--- config.mk ---
export PLATFORM = sky130hd
export DESIGN_NAME = cache_arbiter
export DESIGN_NICKNAME = d
export VERILOG_FILES = /design/src/rtl/cache_arbiter.sv
export SDC_FILE = /design/constraint.sdc
export NUM_CORES = 1
export LEC_CHECK = 0
export ABC_CLOCK_PERIOD_IN_PS = 13500
export CORE_AREA = 2 2 545 547
export CTS_CLUSTER_DIAMETER = 150
export DETAILED_ROUTE_END_ITERATION = 7
export DIE_AREA = 0 0 547 549
export PLACE_DENSITY = 0.32
export SLEW_MARGIN = 20
export SYNTH_ARGS = -nofsm -noshare
export SYNTH_HDL_FRONTEND = slang
export SYNTH_SLANG_ARGS = --single-unit
--- constraint.sdc ---
create_clock -name clk -period 13.5 [get_ports clk]
set_input_delay 2.7 -clock clk [delete_from_list [all_inputs] [get_ports clk]]
set_output_delay 2.7 -clock clk [all_outputs]
set_load 0.02 [all_outputs]
--- src/rtl/cache_arbiter.sv ---
// Two-requester arbiter sharing one line-wide memory port between I-cache and D-cache.
// Round-robin on ties, with an IDLE cycle between transactions and latched request fields.
module cache_arbiter #(
    parameter int s_line = 256
) (
    input  logic              clk,
    input  logic              rst,
    input  logic              i_read,
    input  logic [31:0]       i_address,
    output logic [s_line-1:0] i_rdata,
    output logic              i_resp,
    input  logic              d_read,
    input  logic              d_write,
    input  logic [31:0]       d_address,
    input  logic [s_line-1:0] d_wdata,
    output logic [s_line-1:0] d_rdata,
    output logic              d_resp,
    output logic [31:0]       pmem_address,
    output logic [s_line-1:0] pmem_wdata,
    output logic              pmem_read,
    output logic              pmem_write,
    input  logic [s_line-1:0] pmem_rdata,
    input  logic              pmem_resp
);
    localparam logic [1:0] IDLE    = 2'd0;
    localparam logic [1:0] GRANT_I = 2'd1;
    localparam logic [1:0] GRANT_D = 2'd2;

    logic [1:0]        state;
    logic [31:0]       addr_q;
    logic [s_line-1:0] wdata_q;
    logic              write_q;
    logic              last_d;
    logic              d_req;
    logic              grant_d;
    logic              grant_i;
    logic              busy;

    assign d_req   = d_read | d_write;
    // D wins a tie unless it was the one served most recently.
    assign grant_d = d_req & (~i_read | ~last_d);
    assign grant_i = i_read & ~grant_d;

    always_ff @(posedge clk or posedge rst) begin
        if (rst) begin
            state   <= IDLE;
            addr_q  <= '0;
            wdata_q <= '0;
            write_q <= 1'b0;
            last_d  <= 1'b0;
        end else begin
            case (state)
                IDLE: begin
                    if (grant_d) begin
                        state   <= GRANT_D;
                        addr_q  <= d_address;
                        wdata_q <= d_wdata;
                        write_q <= d_write;
                        last_d  <= 1'b1;
                    end else if (grant_i) begin
                        state   <= GRANT_I;
                        addr_q  <= i_address;
                        write_q <= 1'b0;
                        last_d  <= 1'b0;
                    end
                end
                GRANT_I, GRANT_D: begin
                    // Completion always returns to IDLE, which forces a strobe-low gap.
                    if (pmem_resp) state <= IDLE;
                end
                default: state <= IDLE;
            endcase
        end
    end

    assign busy         = (state == GRANT_I) || (state == GRANT_D);
    assign pmem_address = busy ? addr_q : '0;
    assign pmem_wdata   = busy ? wdata_q : '0;
    assign pmem_read    = busy & ~write_q;
    assign pmem_write   = busy & write_q;

    assign i_resp  = (state == GRANT_I) & pmem_resp;
    assign d_resp  = (state == GRANT_D) & pmem_resp;
    assign i_rdata = i_resp ? pmem_rdata : '0;
    assign d_rdata = (d_resp & ~write_q) ? pmem_rdata : '0;
endmodule

# Word level (Yosys, flattened, before mapping)
# Index checks and enable logic that the tools add are counted.
# totals
regBits,292
latchBits,0
ram_bits,0
mem_bits_ro,0
input_bits,582
output_inout_bits,804
wordCells,42
memories,0
# classes
add_sub_neg,0
n_mul,0
n_div,0
magnitude_cmp,0
n_eq_ne,4
shifts,0
mux,13
bitwise_logic,13
n_reduce_logical,7
# ops
op,count
256-bit two-way mux,3
32-bit two-way mux,3
1-bit bitwise AND,7
2-bit two-way mux,3
2-bit AND reduction,3
1-bit inverter,4
2-bit case mux with 2 select lines,1
1-bit two-way mux,3
"3-bit != test, second input constant",1
"2-bit by 1-bit == test with 1-bit output, second input constant",1
"2-bit == test, second input constant",1
2-bit zero test,1
"2-bit != test, second input constant",1
1-bit bitwise OR,2
2-bit nonzero test,1
2-bit OR reduction,1
1-bit logical OR,1

# Longest topological paths before layout
# Gate-level depths: netlist of the first run.
# logic_depth
depth_word,8
ltp_mapped,7
ltp_nobuf,5

# Least setup slack after synthesis of the first run
# Ideal clock, no wire load.
# synth_path
path_kind,input to output
startpoint,input pmem_resp
endpoint,output d_rdata[100]
arrival_ps,3749
t_required_ps,10800
path_slack_ps,7051
cell_stages,5
n_path_buf,2
cell_sequence,and2_1 and2b_1 buf_2 clkbuf_1 and2_1
# synth_between
elab_chain_len,3
# synth_rtl
item,line,rtl
start: declaration,23,input logic pmem_resp
1-bit bitwise AND,83,assign d_resp = (state == GRANT_D) & pmem_resp;
1-bit bitwise AND,85,assign d_rdata = (d_resp & ~write_q) ? pmem_rdata : '0;
256-bit two-way mux,85,
end: declaration,16,"output logic [s_line-1:0] d_rdata,"
# Every way passes these cells.

# Final worst setup path of the first run
# layout_path
startpoint,input pmem_resp
endpoint,output d_rdata[231]
# The elaborated chain is that of the path after synthesis.

==> impl_metrics.json, run 1 <==
{
  "root_buffer": "clkbuf_16",
  "path_max_fanout": 200,
  "hold_violations": 0,
  "die_h_microns": 549,
  "period_share_pct": 62.1,
  "pwr-share-seq_pct": 18.9,
  "place_hpwl_microns": 168000,
  "comb_power_share_pct": 67.8,
  "synth_top_family_by_area": "simple AND/OR/NAND/NOR gates",
  "cts_tree": "done",
  "ir_worst_vdd_v": 0.000135,
  "worst-setup-path-type": "input pin to primary output",
  "max_freq_mhz": 119,
  "post_drt_via_cell_ratio": 2.70,
  "post_drt_wl_per_cell_microns": 27.7,
  "ys_ff_latch": 292,
  "cpPeakStageDelay_ns": 0.61,
  "status": "finished, final reports clean",
  "max_slew_margin_pct": 30.0,
  "grt_pass1_vias": 19000,
  "htreeDepth": 2,
  "final_max_slew_viol_count": 0,
  "area_growth_pct": 109,
  "use_met2_pct": 19.9,
  "period_minus_slack_ns": 8.38,
  "synth_enable_flop_cells": 0,
  "synth_flop_cell": "dfrtp_1",
  "cts_num_sinks": 292,
  "die-area_sq_mm": 0.300,
  "overflow": 0,
  "clockBufferDepth": 3,
  "grt_usage_pct": 12.2,
  "critical_path.most_common_cell": "and2_1",
  "holdPathStages": 2,
  "synthArstFlopShare_pct": 100,
  "rows": 200,
  "synth_xor_area_share_pct": 0,
  "die_x_microns": 547,
  "reg2reg_depth": 6,
  "syn_nets": 2208,
  "max_cap_viol_count": 0,
  "synth_fa_ha_area_share_pct": 0.210,
  "grt_max_degree": 201,
  "gp_congestion": 0.905,
  "finalClockSkew_ns": 0.0210,
  "portBuffers": 1385,
  "pin_count": 1386,
  "p_int_w": 0.00457,
  "synth_cells": 1623,
  "switching_share_pct": 46.7,
  "end_kind": "primary output",
  "synthSimpleGateAreaFrac_pct": 29.1,
  "drc": 0,
  "cts.reportedPaths.clkPinSlew_ns": 0.06,
  "yosysSeqAreaShare_pct": 40.9,
  "hold_buffers": 0,
  "start_util_pct": 6.05,
  "first_pass_iters": 5,
  "busiest_layer": "met2",
  "drtAntennaViolNets": 0,
  "antenna_found_initial": 166,
  "crit_slowest_cell": "clkdlybuf4s50_1",
  "power.density_mw_per_mm2": 230,
  "worst_pin_slew_ns": 1.05,
  "p_leak_nw": 14.6,
  "yosysWarnings": 0,
  "coreArea_sq_mm": 0.295,
  "worstPathArrival_ns": 5.68,
  "use_met3_pct": 5.59,
  "cts_setup_buffers": 0,
  "synth.distinct_cells": 26,
  "utilization_pct": 12.7,
  "finalSetupViolations": 0,
  "worstPathCellList": "buf_6 > and2_1 > and2b_4 > buf_12 > and2_1 > clkdlybuf4s50_1",
  "synth_area_sq_mm": 0.0178,
  "rsz0062_at_grt": "no",
  "syn_avg_cell_area_sq_um": 11.0,
  "finalHoldWorstSlack_ns": 0.471,
  "cp.required_ns": 10.80,
  "p_sw_w": 0.00400,
  "power.total_w": 0.00858,
  "cts_resized": 0,
  "insertion_delay_ns": 0.62,
  "synth_area_leader_cell": "dfrtp_1",
  "hp-class": "flop to flop",
  "synth_compound_area_share_pct": 1.23,
  "fin_setup_tns_ns": 0,
  "drt_iter0_drc": 1099,
  "fin_area_sq_mm": 0.0373,
  "critPathLaunchType": "input pin",
  "met1_usage_pct": 14.7,
  "yosysTopAreaCellShare_pct": 40.9,
  "numCtsBuffers": 42,
  "routed_wl_microns": 192000,
  "postPlaceCellArea_sq_mm": 0.0359,
  "nets": 3502,
  "vias": 18700,
  "synthTopCellsByArea": "dfrtp_1 (41%), mux2_4 (19%), and2_1 (19%)",
  "grt_pass1_wl_microns": 237000,
  "power_frac_clock_pct": 13.3,
  "synth_mux_area_share_pct": 22.8,
  "num-fill-cells": 33500,
  "layout-drive-gt1-share_pct": 11.8
}
-- state kept, by name (all words and copies together), names as in the netlist --
register	cells
state	2
wdata_q	256
addr_q	32
write_q	1
last_d	1
-- power groups by stage --
| stage | registers [W] | clock network [W] | logic [W] |
|---|---|---|---|
| after global placement | 0.00164 | 0 | 0.00599 |
| after CTS | 0.00164 | 0.00119 | 0.00598 |
| after floorplan | 0.00149 | 0 | 0.00306 |
| after global routing | 0.00168 | 0.00122 | 0.00626 |
| after detailed placement | 0.00163 | 0 | 0.00593 |
| final | 0.00162 | 0.00114 | 0.00582 |
-- synth_stat cells (all sizes together) (2+ instances only) --
library cell and count:
o21ai 32, inv 3, ha 3, and2 548, and3 256, mux2 256
clkbuf 116, mux2i 33, nor2b 2, nand2 35, dfrtp 292, buf 39
-- worst paths after layout --
path / startpoint / slack [ns] / endpoint
max in group asynchronous: rst / 9.37 / addr_q[6]
max reg2reg: state[0] / 10.15 / wdata_q[168]
min in group asynchronous: rst / 2.58 / wdata_q[167]
max: pmem_resp / 5.12 / d_rdata[231]
min reg2reg: addr_q[13] / 0.47 / addr_q[13]
min: addr_q[13] / 0.47 / addr_q[13]
-- cells in the final DEF (no fill, tap or decap), types with 2 or more instances in the layout --
master	count
clkinv_4	2
o21ai_0	32
clkbuf_16	43
clkbuf_8	8
clkdlybuf4s50_1	1384
and2_1	547
dfrtp_1	292
inv_1	2
clkinv_2	3
clkbuf_1	10
buf_4	16
and3_1	256
diode_2	40
ha_4	2
clkinv_8	2
nor2b_1	2
nand2_1	35
mux2_4	229
mux2_2	27
clkinvlp_4	4
buf_12	4
mux2i_1	33
-- metrics by stage --
step,instances,setup slack (ns)
after CTS,6886,5.24
after global routing,6900,5.04
after floorplan,1623,2.74
final,6926,5.12
after global placement,6812,5.35
after detailed placement,6812,5.25
-- logic make-up after synthesis --
group / Yosys count
buffers and inverters: 158
adders and majority gates: 3
AOI/OAI and AO/OA: 38
muxes: 289
and+or+nand+nor: 843
DFF: 292
-- critical path, delay by kind of cell --
family / cells / cell delay (ns)
buffers and inverters: 3 / 1.38
and+or+nand+nor: 3 / 1.01
-- routing by layer --
layer  part of all wire, %  up-vias
met3                    11      363
met4                   2.3        8
met2                    45     1367
met5                 0.022        -
li1                      -     8025
met1                    41     8942
-- layout make-up --
type                            instances  area, sq um  share of cell area, %
Clock buffer                           61         1220                   3.28
Tap cell                             3939         4930                   13.2
Antenna cell                           40          100                  0.268
Multi-Input combinational cell       1173         9570                   25.6
Inverter                                3         18.8                 0.0502
Sequential cell                       292         7310                   19.6
Clock inverter                         13          134                  0.358
Timing Repair Buffer                 1405        14100                   37.7
Note: power is estimated with default switching activity, not from simulation.
==> inputs of run 2 (changes only) <==
ABC_CLOCK_PERIOD_IN_PS = 7370   (was 13500)
PLACE_DENSITY = 0.33   (was 0.32)
clock period = 7.37 ns   (was 13.5 ns; I/O delays follow)
==> impl_metrics.json, run 2 (same netlist as run 1, synthesis figures left out) <==
{
  "postPlaceCellArea_sq_mm": 0.0360,
  "die-area_sq_mm": 0.300,
  "grt_pass1_wl_microns": 240000,
  "die_x_microns": 547,
  "root_buffer": "clkbuf_16",
  "holdPathStages": 2,
  "drc": 0,
  "final_max_slew_viol_count": 0,
  "drt_iter0_drc": 1053,
  "finalClockSkew_ns": 0.0238,
  "num-fill-cells": 33500,
  "dpl.cell_count": 6817,
  "status": "finished, final reports clean",
  "nets": 3509,
  "first_pass_iters": 5,
  "start_util_pct": 6.05,
  "hold_buffers": 0,
  "critPathLaunchType": "input pin",
  "largest_register_ffs": 256,
  "cts_num_sinks": 292,
  "htreeDepth": 2,
  "layout-drive-gt1-share_pct": 12.7,
  "drtAntennaViolNets": 0,
  "cp.required_ns": 5.90,
  "final_common_cell": "clkdlybuf4s50_1",
  "routed_wl_microns": 196000,
  "cts.reportedPaths.clkPinSlew_ns": 0.06,
  "layout_common_cells": "clkdlybuf4s50_1 (1373), and2_1 (547), dfrtp_1 (291)",
  "cts_tree": "done",
  "coreArea_sq_mm": 0.295,
  "fin_setup_tns_ns": 0,
  "gp_congestion": 0.932,
  "seqCellArea_sq_mm": 0.00731,
  "hp-class": "flop to flop",
  "clockBufferDepth": 3,
  "path_max_fanout": 61,
  "rows": 200,
  "period_minus_slack_ns": 5.58,
  "reg2reg_depth": 6,
  "power.density_mw_per_mm2": 424,
  "post_drt_via_cell_ratio": 2.69,
  "utilization_pct": 12.7,
  "pin_count": 1386,
  "r2r_slack_ns": 4.71,
  "finalSetupViolations": 0,
  "vias": 18600,
  "finalHoldWorstSlack_ns": 0.473,
  "layout.cells.non_filler": 6928,
  "numCtsBuffers": 44,
  "multiInputGateArea_sq_mm": 0.00957,
  "grt_pass1_vias": 18900,
  "antenna_found_initial": 181,
  "worst_pin_slew_ns": 0.943,
  "regMostFlops": "wdata_q",
  "cts_setup_buffers": 0,
  "max_slew_margin_pct": 37.1,
  "post_drt_wl_per_cell_microns": 28.3,
  "grt_max_degree": 155,
  "grt_usage_pct": 12.5,
  "die_h_microns": 549,
  "worstPathArrival_ns": 4.10,
  "fin_area_sq_mm": 0.0375,
  "hold_violations": 0,
  "area_growth_pct": 110,
  "end_kind": "primary output",
  "reg_top3": "wdata_q (256), addr_q (32), state (2)",
  "cts_resized": 0,
  "portBuffers": 1385,
  "period_share_pct": 75.7,
  "insertion_delay_ns": 0.60,
  "p_leak_nw": 14.7,
  "max_freq_mhz": 179,
  "worst-setup-path-type": "input pin to primary output",
  "rsz0062_at_grt": "no",
  "overflow": 0,
  "place_hpwl_microns": 172000,
  "ir_worst_vdd_v": 0.000332,
  "max_cap_viol_count": 0
}
run 2: changes by cell type in the layout (fill, tap and decap cells not counted), sizes merged, moves of 2 or more:
cell,before,now
inv,4,7
buf,21,37
bufinv,1,3
diode,40,31
clkinvlp,4,6
clkdlybuf4s50,1384,1373
run 2: path summary, 6_finish.rpt:
check,startpoint,endpoint
worst max-delay path,pmem_resp,d_rdata[22]
worst min-delay path,addr_q[29],addr_q[29]
worst max register to register,state[0],wdata_q[105]
worst min register to register,addr_q[29],addr_q[29]
max in group asynchronous,rst,write_q
min in group asynchronous,rst,wdata_q[108]
run 2: power by group:
group	leakage, nW	internal, W	total (W)	switching [W]
clock network	0.712	0.00130	0.00224	0.000939
registers	3.43	0.00244	0.00302	0.000578
logic	10.6	0.00478	0.0106	0.00587
run 2: layout make-up:
cell class | count | area share, %
well taps | 3939 | 13.1
inverters | 3 | 0.0400
clock buffers | 60 | 3.33
diodes | 31 | 0.207
clock inverters | 20 | 0.590
repair buffers | 1410 | 37.7
flip-flops and latches | 292 | 19.5
multi-input cells | 1173 | 25.5
run 2: critical path, cell delays in order:
cell             delay, ns
buf_6                 0.38
and2_1                0.22
and2b_4               0.54
buf_12                0.31
buf_4                 0.24
and2_1                0.16
clkdlybuf4s50_1       0.61
run 2: layer usage:
metal | vias to the layer above | wire length (microns) | global-route usage (%)
li1 | 8030 | - | -
met1 | 8889 | 77600 | 14.3
met2 | 1334 | 90300 | 20.7
met3 | 335 | 24000 | 6.61
met4 | 26 | 3890 | 1.89
met5 | - | 170 | 0.506
run 2: through the flow:
step           total power, W  setup slack, ns
2_1_floorplan         0.00834             2.02
3_3_place_gp           0.0140             1.84
3_5_place_dp           0.0139             1.77
4_1_cts                0.0164             1.71
5_1_grt                0.0170             1.59
6_report               0.0159             1.79
==> inputs of run 3 (changes only) <==
ABC_CLOCK_PERIOD_IN_PS = 5500   (was 7370)
PLACE_DENSITY = 0.32   (was 0.33)
clock period = 5.5 ns   (was 7.37 ns; I/O delays follow)
==> impl_metrics.json, run 3 (same netlist as run 1, synthesis figures left out) <==
{
  "regMostFlops": "wdata_q",
  "comb_power_share_pct": 67.9,
  "status": "finished, final reports clean",
  "drt_iter0_drc": 883,
  "rsz0062_at_grt": "no",
  "worstPathArrival_ns": 3.94,
  "seqCellArea_sq_mm": 0.00731,
  "vias": 18800,
  "p_sw_w": 0.0101,
  "final_common_cell": "clkdlybuf4s50_1",
  "holdPathStages": 2,
  "cts.reportedPaths.clkPinSlew_ns": 0.06,
  "coreArea_sq_mm": 0.295,
  "start_util_pct": 6.05,
  "final_max_slew_viol_count": 0,
  "drtAntennaViolNets": 0,
  "finalClockSkew_ns": 0.0185,
  "p_leak_nw": 15.0,
  "gp_congestion": 0.939,
  "nets": 3535,
  "layout_common_cells": "clkdlybuf4s50_1 (1332), and2_1 (547), dfrtp_1 (291)",
  "pwr-share-seq_pct": 19.2,
  "grt_pass1_vias": 19200,
  "largest_register_ffs": 256,
  "layout-drive-gt1-share_pct": 14.6,
  "drc": 0,
  "portBuffers": 1385,
  "num-fill-cells": 33500,
  "path_max_fanout": 45,
  "grt_pass1_wl_microns": 246000,
  "clockBufferDepth": 3,
  "grt_max_degree": 104,
  "min-delay-start": "addr_q[27]",
  "overflow": 0,
  "reg_top3": "wdata_q (256), addr_q (32), state (2)",
  "post_drt_via_cell_ratio": 2.70,
  "max_slew_margin_pct": 28.8,
  "layout.cells.non_filler": 6950,
  "ir_worst_vdd_v": 0.000280,
  "period_share_pct": 91.6,
  "place_hpwl_microns": 177000,
  "utilization_pct": 12.9,
  "reg2reg_depth": 5,
  "cts_setup_buffers": 0,
  "power_frac_clock_pct": 12.8,
  "preCtsSetupSlack_ns": 0.894,
  "setup_ws_ns": 0.461,
  "power.total_w": 0.0215,
  "pin_count": 1386,
  "first_pass_iters": 4,
  "hold_buffers": 0,
  "routed_wl_microns": 201000,
  "multiInputGateArea_sq_mm": 0.00957,
  "critPathLaunchType": "flop",
  "max_cap_viol_count": 0,
  "die_h_microns": 549,
  "die_x_microns": 547,
  "numCtsBuffers": 41,
  "post_drt_wl_per_cell_microns": 29.0,
  "switching_share_pct": 47.0,
  "cts_tree": "done",
  "max_freq_mhz": 198,
  "dpl.cell_count": 6846,
  "r2r_slack_ns": 3.14,
  "worstHoldEndpoint": "addr_q[27]",
  "period_minus_slack_ns": 5.04,
  "antenna_found_initial": 188,
  "die-area_sq_mm": 0.300,
  "rows": 200,
  "cts_num_sinks": 292,
  "cp.required_ns": 4.40,
  "timing.rr.end": "wdata_q[107]",
  "hold_violations": 0,
  "r2r-start": "state[0]",
  "root_buffer": "clkbuf_16",
  "fin_setup_tns_ns": 0,
  "power.density_mw_per_mm2": 566,
  "grt_usage_pct": 12.8,
  "hp-class": "flop to flop",
  "cts_resized": 0,
  "htreeDepth": 2,
  "area_growth_pct": 113,
  "insertion_delay_ns": 0.61,
  "worst-setup-path-type": "flop to primary output",
  "p_int_w": 0.0114,
  "end_kind": "primary output",
  "worst_pin_slew_ns": 1.07,
  "finalSetupViolations": 0
}
run 3: worst max-delay path, stage by stage, from the launching register on:
cell             delay [ns]
dfrtp_1                0.41
inv_1                  0.16
ha_1                   0.50
and2_1                 0.22
and2b_4                0.77
buf_4                  0.33
and2_1                 0.18
clkdlybuf4s50_1        0.61
run 3: metrics by stage:
stage                     instance area (sq um)  hold slack [ns]
final                                     38000            0.472
after global routing                      37900            0.495
after CTS                                 37900            0.477
after detailed placement                  36600            0.462
after global placement                    36600            0.460
after floorplan                           17800            0.442
run 3: power groups by stage:
stage               registers [W]  logic [W]  clock network (W)
floorplan                 0.00365    0.00752                  0
global placement          0.00420     0.0151                  0
detailed placement        0.00417     0.0149                  0
CTS                       0.00418     0.0151            0.00294
global route              0.00429     0.0158            0.00298
finish                    0.00414     0.0146            0.00276
run 3: routing by layer:
| layer | part of all wire, % | GRT usage [%] | wire length, microns | vias to the layer above |
|---|---|---|---|---|
| li1 | - | - | - | 8081 |
| met1 | 39 | 14.4 | 77600 | 8967 |
| met2 | 46 | 21.3 | 92900 | 1363 |
| met3 | 13 | 7.46 | 26900 | 329 |
| met4 | 1.9 | 1.97 | 3790 | 14 |
| met5 | 0.050 | 0 | 101 | - |
run 3: area by class of cell:
type                       instances  area share [%]
tap                             3939            13.0
antenna                           32           0.211
timing repair buffer            1439            38.9
sequential                       292            19.2
clock buffer                      58            3.08
multi-input combinational       1173            25.2
inverter                           3          0.0395
clock inverter                    14           0.336
run 3: how the worst max path moves through the flow:
stage                         endpoint  slack [ns]  cells after the start      start
final                      d_rdata[57]        0.46                      7   state[0]
after global placement    d_rdata[168]        0.91                      6  pmem_resp
after floorplan              addr_q[0]        0.52                      1        rst
after detailed placement  d_rdata[182]        0.89                      6  pmem_resp
after global routing       d_rdata[39]        0.24                      7   state[0]
after CTS                 d_rdata[182]        0.25                      7   state[0]
